$ cat src/rtl/auth_pkg.sv
// rtl/auth_pkg.sv - shared types and default constants for the password checker
// Contents: FSM state type, hash width, default history depth, fail limit and lockout length.
package auth_pkg;

    localparam int HASH_W          = 16;
    localparam int DEF_HIST_DEPTH  = 4;
    localparam int DEF_MAX_FAILS   = 3;
    localparam int DEF_LOCK_CYCLES = 16;

    typedef enum logic [1:0] {
        IDLE   = 2'd0,
        CHECK  = 2'd1,
        RESULT = 2'd2,
        LOCKED = 2'd3
    } auth_state_t;

endpackage

$ cat src/rtl/hash_history.sv
// rtl/hash_history.sv - aged hash history shift register with one-entry pending push
// Ports:
//   clk, rst_n            clock, asynchronous active-low reset
//   hash_update, cur_hash push request and the hash to push
//   freeze                history held still; pushes are parked in the pending register
//   rd_idx                age to read (0 = newest)
//   rd_entry, rd_valid    stored hash at rd_idx and whether that slot was ever filled
module hash_history
    import auth_pkg::*;
#(
    parameter int DEPTH = DEF_HIST_DEPTH
) (
    input  logic              clk,
    input  logic              rst_n,
    input  logic              hash_update,
    input  logic [HASH_W-1:0] cur_hash,
    input  logic              freeze,
    input  logic [2:0]        rd_idx,
    output logic [HASH_W-1:0] rd_entry,
    output logic              rd_valid
);

    logic [HASH_W-1:0] entry_q [DEPTH];
    logic [DEPTH-1:0]  valid_q;
    logic [HASH_W-1:0] pend_q;
    logic              pend_valid_q;

    // When unfrozen, a parked push and a fresh push can land together: the
    // parked value goes in first, so it ends up one slot older than cur_hash.
    logic              push_two;
    logic              push_one;
    logic [HASH_W-1:0] push_data;

    always_comb begin
        push_two  = !freeze && pend_valid_q && hash_update;
        push_one  = !freeze && (pend_valid_q ^ hash_update);
        push_data = pend_valid_q ? pend_q : cur_hash;
    end

    always_ff @(posedge clk or negedge rst_n) begin
        if (!rst_n) begin
            for (int i = 0; i < DEPTH; i++) begin
                entry_q[i] <= '0;
            end
            valid_q      <= '0;
            pend_q       <= '0;
            pend_valid_q <= 1'b0;
        end else if (freeze) begin
            if (hash_update) begin
                pend_q       <= cur_hash;
                pend_valid_q <= 1'b1;
            end
        end else begin
            pend_valid_q <= 1'b0;
            if (push_two) begin
                for (int i = DEPTH - 1; i >= 2; i--) begin
                    entry_q[i] <= entry_q[i-2];
                end
                entry_q[1] <= pend_q;
                entry_q[0] <= cur_hash;
                valid_q    <= (valid_q << 2) | DEPTH'(3);
            end else if (push_one) begin
                for (int i = DEPTH - 1; i >= 1; i--) begin
                    entry_q[i] <= entry_q[i-1];
                end
                entry_q[0] <= push_data;
                valid_q    <= (valid_q << 1) | DEPTH'(1);
            end
        end
    end

    always_comb begin
        rd_entry = '0;
        rd_valid = 1'b0;
        for (int i = 0; i < DEPTH; i++) begin
            if (rd_idx == 3'(i)) begin
                rd_entry = entry_q[i];
                rd_valid = valid_q[i];
            end
        end
    end

endmodule

$ cat config.mk
export PLATFORM = sky130hd
export DESIGN_NAME = hash_history
export DESIGN_NICKNAME = d
export VERILOG_FILES = /design/src/rtl/auth_pkg.sv /design/src/rtl/hash_history.sv
export SDC_FILE = /design/constraint.sdc
export NUM_CORES = 1
export LEC_CHECK = 0
export BUFFER_PORTS_ARGS = -buffer_cell sky130_fd_sc_hd__buf_2
export CAP_MARGIN = 20
export CORE_UTILIZATION = 54
export DETAILED_ROUTE_END_ITERATION = 8
export PLACE_DENSITY = 0.73
export SYNTH_ARGS = -nofsm -noshare
export SYNTH_HDL_FRONTEND = slang
export SYNTH_SLANG_ARGS = --single-unit
$ cat constraint.sdc
create_clock -name clk -period 1.4 [get_ports clk]
set_input_delay 0.28 -clock clk [delete_from_list [all_inputs] [get_ports clk]]
set_output_delay 0.28 -clock clk [all_outputs]
set_load 0.05 [all_outputs]
After elaboration in Yosys (flattened, before gate mapping)

Index checks and enable logic that the tools add are counted.

Latch bits: 0
Output and inout port bits: 17
Memory bits (read-only): 0
Bits of input ports: 23
Bits in registers: 85
Memories: 0
RAM bits: 0

$lt $le $gt $ge: 0
Add/sub/neg operators: 0
Bitwise operators: 2
Equality and inequality tests: 4
Muxes and demuxes: 15
Shift operators: 0
Multiply operators: 0
Div/mod/pow operators: 0
Reduce and logical (&&, ||, !) cells: 8

Operator list:

| operator             | count |
|---|---|
| $mux W64             | 2 |
| $mux W16             | 5 |
| $mux W4              | 2 |
| $eq A3 B2 Y1 const B | 2 |
| $mux W1              | 6 |
| $reduce_and A2 Y1    | 2 |
| $eq A3 B1 Y1 const B | 1 |
| $logic_and A1 B1 Y1  | 3 |
| $logic_not A3 Y1     | 1 |
| $ne A2 B2 Y1 const B | 1 |
| $reduce_bool A2 Y1   | 1 |
| $logic_not A1 Y1     | 1 |
| $not A1 Y1           | 1 |
| $xor A1 B1 Y1        | 1 |

Depth between registers and ports, before layout

Depth in word-level cells: 5
Gate-level depth with buffers: 6
Mapped depth without buffers: 3

Least setup slack after synthesis

No wires, ideal clock.

Kind: input-to-output
Start: in rd_idx[0]
End: out rd_entry[0]
Data required time: 1.120 ns
Arrival time: 1.590 ns
Stages on the path: 4
Slack: -0.470 ns
Cells stage by stage: buf_6 > buf_6 > mux4_2 > nor2b_1

Longest elaborated chain between the ends: 5

RTL lines:

| element                | RTL line           | RTL |
|---|---|---|
| start, declared        | hash_history.sv:18 | `input logic [2:0] rd_idx,` |
| $logic_not A3 Y1       | hash_history.sv:76 | `if (rd_idx == 3'(i)) begin` |
| $mux W16 (3 in series) | hash_history.sv:76 |  |
| $mux W16 (*)           | hash_history.sv:76 |  |
| end, declared          | hash_history.sv:19 | `output logic [HASH_W-1:0] rd_entry,` |

Every way passes the cells marked *; elsewhere a longest branch is shown, timed or not.

Worst setup path in the final report

Start: reg entry_q[60] (netlist name)
End: out rd_entry[12]

Longest elaborated chain between the ends: 4

RTL lines:

| element                         | RTL line           | RTL |
|---|---|---|
| start, declared                 | hash_history.sv:23 | `logic [HASH_W-1:0] entry_q [DEPTH];` |
| start signal, assigned by index | hash_history.sv:57 | `entry_q[i] <= entry_q[i-2];` |
| start signal, assigned by index | hash_history.sv:64 | `entry_q[i] <= entry_q[i-1];` |
| $mux W16 (4 in series)          | hash_history.sv:76 |  |

No other way between the ends.

==> results.py <==
metrics = {
    "run_status": {
        "status": "finished with violations",
        "failed_checks": "setup timing",
    },
    "clock_tree": {
        "cts.sinks": 85,
        "cts_root_buf": "clkbuf_8",
        "clkTransAtPathRegs_ps": 100,
        "clock_latency_ps": 360,
        "ctsLongestPathBuffers": 2,
        "numCtsBuffers": 9,
        "cts_tree": "done",
        "cts_max_level": 3,
    },
    "setup_path": {
        "critPathMaxStageDelay_ps": 470,
        "critPathKind": "reg2out",
        "startpoint_type": "flop",
        "crit_chain": "mux4_2 -> nor2b_4 -> buf_6",
        "path_delay_family": "multiplexers",
        "cp_max_fo": 2,
        "arrival_ps": 1560,
        "critical-path-slowest-cell": "mux4_2",
        "crit_required_ps": 1120,
        "end_kind": "primary output",
        "r2r_slack_ps": 50,
        "cp.buffers_inverters": 1,
    },
    "finish": {
        "area_delta_synth_final_pct": 29.2,
        "diodes": 0,
        "nNetsFinal": 561,
        "mostFrequentLayoutCells": "dfrtp_1, buf_4, mux2i_1, a21oi_1",
        "filler_cell_count": 625,
        "final_common_cell": "dfrtp_1",
        "fin_cells": 651,
        "drive_gt1_share_pct": 38.1,
        "fin_util_pct": 71.9,
    },
    "yosys": {
        "syn_inst": 436,
        "ys_seq_area_share_pct": 43.8,
        "ys_types": 28,
        "syn_area_um2": 4850,
        "syn_avg_cell_area_um2": 11.1,
        "synth-seq-cells": 85,
        "postSynthNetCount": 459,
        "ys_warn_count": 0,
    },
    "sta": {
        "max_slew_margin_pct": 71.9,
        "hold_violations": 0,
        "setup_viol": 17,
        "drv_slew": 0,
        "fmax_ghz": 0.544,
        "tightest_slew_ps": 421,
        "setup_ws_ps": -438,
        "tns_ps": -7000,
        "finalCritPeriodShare_pct": 131,
        "rsz0062_at_grt": "true",
        "fin_crit_ps": 1840,
        "finalClockSkew_ps": 8.56,
    },
    "power": {
        "power.switching_w": 0.00259,
        "p_leak_nw": 2.92,
        "clockPowerShare_pct": 25.3,
        "p_per_area_nw_per_um2": 1270,
        "ir_drop_mv": 0.695,
        "netSwitchingFraction_pct": 32.5,
        "p_int_w": 0.00537,
        "seqPwrFrac_pct": 40.3,
        "power_frac_comb_pct": 34.4,
    },
    "routing": {
        "post_drt_wl_per_cell_um": 18.7,
        "firstDrtPassIters": 5,
        "route.detailed.drc": 0,
        "viasPerCell": 6.11,
        "drtAntennaViolNets": 0,
        "via_count": 3977,
        "drt_wl_total_um": 12200,
        "drt_iter0_markers": 354,
    },
    "floorplanning": {
        "die_w_um": 96.8,
        "dieArea_um2": 9370,
        "start_util_pct": 55.6,
        "ioPinCount": 40,
        "core_area_um2": 8720,
        "row_count": 34,
        "die_h_um": 96.8,
    },
    "global_route": {
        "grt_max_degree": 32,
        "grt_first_pass_wirelength_um": 20700,
        "grt_overflow": 0,
        "grt_pass1_vias": 3920,
        "track_usage_pct": 27.8,
        "antenna_found_initial": 0,
    },
    "place": {
        "dp_cells": 631,
        "gp_congestion": 0.855,
        "portBuffers": 39,
        "dp_hpwl_um": 8540,
        "post-place-ws_ps": -298,
    },
    "job": {
        "maxCapViolCount": 0,
    },
    "hold_path": {
        "hold_path.class": "in2reg",
    },
}
[power groups by stage]
stage / Combinational (W) / Sequential, W / Clock [W]
floorplan: 0.00155 / 0.00321 / 0
global placement: 0.00249 / 0.00322 / 0
detailed placement: 0.00257 / 0.00324 / 0
CTS: 0.00271 / 0.00319 / 0.00204
global route: 0.00294 / 0.00325 / 0.00214
finish: 0.00274 / 0.00320 / 0.00202
[cell type report]
class / instances / area [um^2] / area share (%)
flip-flops and latches: 85 / 2130 / 33.9
multi-input cells: 308 / 2590 / 41.4
well taps: 108 / 135 / 2.15
repair buffers: 133 / 1180 / 18.8
clock inverters: 7 / 105 / 1.68
clock buffers: 9 / 124 / 1.98
inverters: 1 / 3.75 / 0.0599
[logic make-up (layout without fill, tap and decap cells)]
logic type / after synthesis / count (layout) / share of synthesized area (%)
flops: 85 / 85 / 43.8
buf+inv: 43 / 150 / 5.52
mux: 77 / 77 / 20.7
xor+xnor: 1 / 1 / 0.181
compound gates: 150 / 150 / 21.6
simple gates: 80 / 80 / 8.15
[metal layers]
metal  GRT usage (%)  share of wire [%]  vias up  wire (um)
met4            7.12                1.1        0        134
met2            38.8                 44      150       5390
met5               0                  0        -          0
li1                -                  -     1837          -
met3            4.99                6.7       16        817
met1            44.5                 48     1974       5860
[worst register-to-register path: stages, from the launching register on]
cell     delay (ps)
dfrtp_2         470
nor2b_2         190
buf_4           200
a22oi_1         260
o21ai_0         110
[final timing paths]
kind	from	end	cells after the start
min in group asynchronous	rst_n	entry_q[12]	2
setup reg to reg	pend_valid_q	entry_q[50]	4
hold reg to reg	pend_q[7]	pend_q[7]	1
max in group asynchronous	rst_n	entry_q[54]	3
hold / removal	cur_hash[9]	pend_q[9]	2
setup / recovery	entry_q[60]	rd_entry[12]	3
[through the flow]
| stage | hold WS, ps | instance area, um^2 | total power [W] |
|---|---|---|---|
| floorplan | -15.6 | 5010 | 0.00477 |
| global route | 160 | 6270 | 0.00834 |
| detailed placement | 221 | 5890 | 0.00581 |
| global placement | 213 | 5890 | 0.00571 |
| finish | 163 | 6270 | 0.00796 |
| CTS | 150 | 6250 | 0.00794 |
[registers in the layout (all words and copies together), names as in the netlist]
register	count
pend_valid_q	1
pend_q	16
valid_q	4
entry_q	64
[synthesized netlist by cell type, drive strengths merged]
cell type | count | area (um^2)
dfrtp | 85 | 2130
mux2i | 44 | 440
a21oi | 36 | 180
buf | 35 | 236
nor2b | 34 | 213
a211oi | 29 | 218
a21o | 29 | 218
nor2 | 26 | 97.6
nand2 | 19 | 78.8
mux4 | 17 | 383
a22oi | 16 | 120
mux2 | 16 | 180
o21ai | 16 | 80.1
a221oi | 15 | 156
clkbuf | 7 | 27.5
o22ai | 6 | 37.5
inv | 1 | 3.75
nand2b | 1 | 6.26
o21ba | 1 | 10.0
o21bai | 1 | 18.8
o221a | 1 | 11.3
xnor2 | 1 | 8.76
[repair_timing]
item / 4_1_cts / 5_1_grt
pin swaps: 0 / 2
buffers inserted: 2 / 1
gates resized for setup: 34 / 4
cloned: 0 / 0
endpoints found under the setup margin: 17 / 30
hold buffers: 1 / 0
endpoints found under the hold margin: 21 / 0
Note: power is estimated with default switching activity, not from simulation.
